`src/rtl/shifter_pkg.sv`:
```
// Shared definitions for the pipelined barrel shifter: operation encodings
// and the reserved-operation check used by the stages and the pipeline top.
package shifter_pkg;

   localparam logic [2:0] OP_ROL = 3'b000;
   localparam logic [2:0] OP_SLL = 3'b001;
   localparam logic [2:0] OP_ROR = 3'b010;
   localparam logic [2:0] OP_SRL = 3'b011;
   localparam logic [2:0] OP_SRA = 3'b100;

   // Encodings above SRA carry no shift meaning; their data passes through.
   function automatic logic is_reserved(input logic [2:0] op);
      return op > OP_SRA;
   endfunction

endpackage

```
`src/rtl/shifter_pipe_stage.sv`:
```
// One combinational step of the barrel shifter: shifts or rotates by the
// fixed amount AMT when enabled. The sign bit is the original operand MSB,
// carried down the pipe so later SRA steps still fill correctly.
module shift_stage
   import shifter_pkg::*;
#(
   parameter int WIDTH = 16,
   parameter int AMT   = 1
) (
   input  logic [WIDTH-1:0] data,
   input  logic             en,
   input  logic [2:0]       op,
   input  logic             sign,
   output logic [WIDTH-1:0] res
);

   logic [WIDTH-1:0] sign_fill;

   // Sign fill occupies the AMT top bits vacated by an arithmetic right shift.
   assign sign_fill = {WIDTH{sign}} << (WIDTH - AMT);

   // Select the shifted value for this stage's fixed amount, or pass through.
   always_comb begin
      res = data;
      if (en) begin
         case (op)
            OP_ROL:  res = (data << AMT) | (data >> (WIDTH - AMT));
            OP_SLL:  res = data << AMT;
            OP_ROR:  res = (data >> AMT) | (data << (WIDTH - AMT));
            OP_SRL:  res = data >> AMT;
            OP_SRA:  res = (data >> AMT) | sign_fill;
            default: res = data;
         endcase
      end
   end

endmodule

```
`src/rtl/shifter_pipe.sv`:
```
// Pipelined barrel shifter: one register stage per count bit, stage k applies
// a shift of 2^k when cnt[k] is set. Operations travel with their tag and an
// error flag marking reserved opcodes.
//
// Handshake: a transfer happens on a rising edge where valid and ready are
// both 1. in_ready/out_ready may depend on the other side; valid never
// depends on ready, and a stalled out_* holds every field stable until taken.
module shifter_pipe
   import shifter_pkg::*;
#(
   parameter  int WIDTH = 16,
   parameter  int TAGW  = 4,
   localparam int CW    = $clog2(WIDTH)
) (
   input  logic             clk,
   input  logic             rst_n,
   input  logic             flush,
   input  logic             in_valid,
   output logic             in_ready,
   input  logic [WIDTH-1:0] in_data,
   input  logic [CW-1:0]    in_cnt,
   input  logic [2:0]       in_op,
   input  logic [TAGW-1:0]  in_tag,
   output logic             out_valid,
   input  logic             out_ready,
   output logic [WIDTH-1:0] out_data,
   output logic [TAGW-1:0]  out_tag,
   output logic             out_err
);

   // Per-stage register contents, indexed by stage number.
   logic [CW-1:0]    v_q;
   logic [CW-1:0]    load;
   logic [WIDTH-1:0] d_q [CW];
   logic [CW-1:0]    c_q [CW];
   logic [2:0]       o_q [CW];
   logic [TAGW-1:0]  t_q [CW];
   logic             e_q [CW];
   logic             s_q [CW];

   // A stage may load unless it and every stage after it are full while the
   // consumer stalls; this is what lets bubbles collapse under back-pressure.
   always_comb begin : p_load
      logic full;
      full = 1'b1;
      load = '0;
      for (int k = CW - 1; k >= 0; k--) begin
         full    = full & v_q[k];
         load[k] = out_ready | ~full;
      end
   end

   assign in_ready = load[0];

   for (genvar k = 0; k < CW; k++) begin : g_stage
      logic             v_i, e_i, s_i;
      logic [WIDTH-1:0] d_i, d_s;
      logic [CW-1:0]    c_i;
      logic [2:0]       o_i;
      logic [TAGW-1:0]  t_i;

      logic             v_r, e_r, s_r;
      logic [WIDTH-1:0] d_r;
      logic [CW-1:0]    c_r;
      logic [2:0]       o_r;
      logic [TAGW-1:0]  t_r;

      if (k == 0) begin : g_head
         assign v_i = in_valid;
         assign d_i = in_data;
         assign c_i = in_cnt;
         assign o_i = in_op;
         assign t_i = in_tag;
         assign e_i = is_reserved(in_op);
         assign s_i = in_data[WIDTH-1];
      end else begin : g_tail
         assign v_i = v_q[k-1];
         assign d_i = d_q[k-1];
         assign c_i = c_q[k-1];
         assign o_i = o_q[k-1];
         assign t_i = t_q[k-1];
         assign e_i = e_q[k-1];
         assign s_i = s_q[k-1];
      end

      shift_stage #(
         .WIDTH (WIDTH),
         .AMT   (1 << k)
      ) u_shift (
         .data  (d_i),
         .en    (c_i[k]),
         .op    (o_i),
         .sign  (s_i),
         .res   (d_s)
      );

      // Stage register: flush kills the valid bit, payload only moves with a valid op.
      always_ff @(posedge clk or negedge rst_n) begin
         if (!rst_n) begin
            v_r <= 1'b0;
            d_r <= '0;
            c_r <= '0;
            o_r <= '0;
            t_r <= '0;
            e_r <= 1'b0;
            s_r <= 1'b0;
         end else if (flush) begin
            v_r <= 1'b0;
         end else if (load[k]) begin
            v_r <= v_i;
            if (v_i) begin
               d_r <= d_s;
               c_r <= c_i;
               o_r <= o_i;
               t_r <= t_i;
               e_r <= e_i;
               s_r <= s_i;
            end
         end
      end

      assign v_q[k] = v_r;
      assign d_q[k] = d_r;
      assign c_q[k] = c_r;
      assign o_q[k] = o_r;
      assign t_q[k] = t_r;
      assign e_q[k] = e_r;
      assign s_q[k] = s_r;
   end

   assign out_valid = v_q[CW-1];
   assign out_data  = d_q[CW-1];
   assign out_tag   = t_q[CW-1];
   assign out_err   = e_q[CW-1];

endmodule
```
`config.mk`:
```
export PLATFORM = sky130hd
export DESIGN_NAME = shifter_pipe
export DESIGN_NICKNAME = d
export VERILOG_FILES = /design/src/rtl/shifter_pkg.sv /design/src/rtl/shifter_pipe_stage.sv /design/src/rtl/shifter_pipe.sv
export SDC_FILE = /design/constraint.sdc
export NUM_CORES = 1
export LEC_CHECK = 0
export CAP_MARGIN = 20
export CORE_UTILIZATION = 50
export CTS_CLUSTER_SIZE = 10
export DETAILED_ROUTE_END_ITERATION = 8
export PLACE_DENSITY = 0.71
export SETUP_SLACK_MARGIN = 0.15
export SYNTH_ARGS = -nofsm -noshare
export SYNTH_HDL_FRONTEND = slang
export SYNTH_SLANG_ARGS = --single-unit
```
`constraint.sdc`:
```
create_clock -name clk -period 2 [get_ports clk]
set_input_delay 0.4 -clock clk [delete_from_list [all_inputs] [get_ports clk]]
set_output_delay 0.4 -clock clk [all_outputs]
set_load 0.03 [all_outputs]
```
==> metrics <==
final wirelength=around 13000 µm; total power=7230 µW; Worst Setup Slack post-DPL=-117 ps; global-route wire length before repair=between 20000 and 25000 µm; buffers and inverters on the worst path=1; Clk Latency, worst-skew pair=390 ps; commonest cells after routing, fill and taps aside=sky130_fd_sc_hd__dfrtp_1, sky130_fd_sc_hd__nor2_1, sky130_fd_sc_hd__nand2_1, sky130_fd_sc_hd__o21ai_0, sky130_fd_sc_hd__clkdlybuf4s50_1; final routed DRC violation total=0; Post-Syn Area per Cell=between 9 and 10 µm²; Slew Viols, Final=0; Rel. slew slack=0.574; GRT Resource Usage Total=0.237; FMAX=0.552 GHz; max-cap check violation count=0; highest net fanout along the worst path=2; number of setup violations in the final report=0; reg2reg start=g_stage[1].o_r[1]; family of cells with the greatest summed delay on the critical path=buffers and inverters; Yosys top cell by area=sky130_fd_sc_hd__dfrtp_1; final-stage net count=slightly below 700; Worst Setup End Kind=primary output; floorplan die area=11700 µm²; starting density of the core=0.518; detailed-route vias per instance=roughly 5.8; clock transition at the registers of the reported paths=about 100 ps; pwr dens=~1100 nW/µm²; number of placement rows=38; final-report hold violation count=0; Post-Syn Instances=602; number of routed nets with antenna violations=0; synthesized net count=around 630; Min Hold Slack=468 ps; iteration-0 DRC count of the detailed router=between 300 and 400; RD Place Congestion=0.875; fraction of synthesis flops using an asynchronous set or reset pin=1.00; boundary pin count=55; most common cell after layout, fill and taps aside=sky130_fd_sc_hd__dfrtp_1; run status=finished, final reports clean; Tmin final=between 1500 and 2000 ps; WL/cell=around 16 µm; worst clock skew=10.9 ps; kind of start point of the critical path=register; number of placed instances with taps included=781; cell at the root of the clock tree=sky130_fd_sc_hd__clkbuf_8; number of global-route vias before repair=4436; type of the setup path with the least slack=reg2out; Slowest cell on crit path=sky130_fd_sc_hd__clkdlybuf4s50_1; number of antenna violations at the first check in global routing=0; HPWL reported at the end of detailed placement=9320 µm; Min-Delay Startpoint=g_stage[2].t_r[1]; setup repair after global routing missed its margin=false; GRT overflow=0; CP Launch Point=out_err; clock tree from TritonCTS=built; Inserted Clock Buffers=9; Final Cycle Share=0.906; Synth area leaders=sky130_fd_sc_hd__dfrtp_1, sky130_fd_sc_hd__o21ai_0, sky130_fd_sc_hd__mux2_2; max incr delay on CP=~670 ps; Synth cell types=41; cell-by-cell listing of the critical path=clkdlybuf4s50_1; number of flops mapped to enable cells by yosys=0; share of final-layout standard cells stronger than drive strength 1=0.144; Yosys Warn Count=0; count of TritonRoute iterations in the first routing pass=5; H-Tree Level Count=3; Crit path arrival time=1410 ps; clk sinks=106; chip height=roughly 110 µm; input/output buffers=54; largest net degree at the start of global routing=between 40 and 50; worst hold path class=reg2reg; area of the mapped netlist=between 5000 and 6000 µm²; slew at the pin closest to its max-slew limit=between 600 and 700 ps; die boundary width=~110 µm; top_reg_cell synth=sky130_fd_sc_hd__dfrtp_1; Layout Cells excl Fill=roughly 800; peak ir drop on the vdd network=a little under 0.6 mV; final worst slack=about 190 ps; Core Region=roughly 11000 µm²; total number of vias=~4.6k; synthesis-stage register bit count=~110; Final Util=0.615; area growth from synthesis to layout=18.7%; clock tree buffer depth=2; data required time at the worst endpoint=around 1600 ps; leakage power figure=0.00310 µW; Diodes inserted=0; sequential fraction of the synthesis area=0.471; portion of synthesized cell area occupied by the leading cell type=0.471
[cells by family after synthesis]
| kind of cell | count (synthesis) | synth area share |
|---|---|---|
| muxes | 58 | 0.116 |
| and+or+nand+nor | 203 | 0.157 |
| AOI/OAI and AO/OA | 180 | 0.210 |
| buffers and inverters | 55 | 0.0464 |
| DFF | 106 | 0.471 |
[Yosys cell counts (all sizes together) (8+ instances only)]
| master | count |
|---|---|
| nand2 | 81 |
| o21a | 13 |
| a221oi | 8 |
| nor2 | 85 |
| buf | 22 |
| o311ai | 8 |
| o21ai | 79 |
| a21oi | 14 |
| dfrtp | 106 |
| mux2 | 42 |
| clkbuf | 26 |
| o311a | 12 |
| nor3b | 9 |
| mux2i | 16 |
| o31ai | 26 |
[registers in the layout (all words and copies together), names as in the netlist, 3 cells and up]
name / count
g_stage.e_r: 3
out_tag: 4
g_stage.o_r: 9
g_stage.d_r: 48
g_stage.s_r: 3
g_stage.v_r: 3
g_stage.c_r: 6
g_stage.t_r: 12
out_data: 16
[cell type report]
class                           instances  area (µm²)
Multi-Input combinational cell        441        2730
Inverter                                7        26.3
Clock inverter                          5        47.5
Clock buffer                           11         141
Fill cell                             915        4200
Tap cell                              140         175
Sequential cell                       106        2650
Timing Repair Buffer                   88         916
[where the power goes]
group	switching, µW	total [µW]	internal, µW
combinational	1410	2570	1170
sequential	650	3380	2730
clock	764	1270	509
total	2820	7230	4410
[worst reg2reg max path, stage by stage, from the launching register on]
cell,delay [ps]
sky130_fd_sc_hd__dfrtp_1,760
sky130_fd_sc_hd__nor2_1,220
sky130_fd_sc_hd__a21boi_0,190
sky130_fd_sc_hd__o31a_1,260
sky130_fd_sc_hd__o31ai_1,230
[worst paths after layout]
check / cells past startpoint / slack [ps] / endpoint
max: 1 / 190 / out_err
min: 2 / 470 / out_tag[1]
max reg2reg: 4 / 260 / g_stage[2].d_r[3]
min reg2reg: 2 / 470 / out_tag[1]
max in group asynchronous: 3 / 850 / g_stage[1].d_r[11]
min in group asynchronous: 2 / 520 / out_data[9]
[timing repair]
| action | 4_1_cts | 5_1_grt |
|---|---|---|
| hold buffers | 1 | 0 |
| endpoints found under the setup margin | 3 | 22 |
| resized for setup | 3 | 18 |
| hold endpoints to repair | 14 | 0 |
| buffers inserted | 0 | 0 |
[per-stage QoR]
step / TNS, ps / cell area [µm²]
final: 0 / 6690
after global routing: 0 / 6690
after CTS: 0 / 6650
after detailed placement: -3860 / 6450
after global placement: -2040 / 6450
after floorplan: 0 / 5640
[metal layers]
metal	global-route usage	up-vias	routed length [µm]
li1	-	2243	-
met1	0.312	2210	5810
met2	0.392	126	6170
met3	0.0307	20	481
met4	0.0998	0	306
met5	0	-	0
Power figures use the tool's default switching activity.
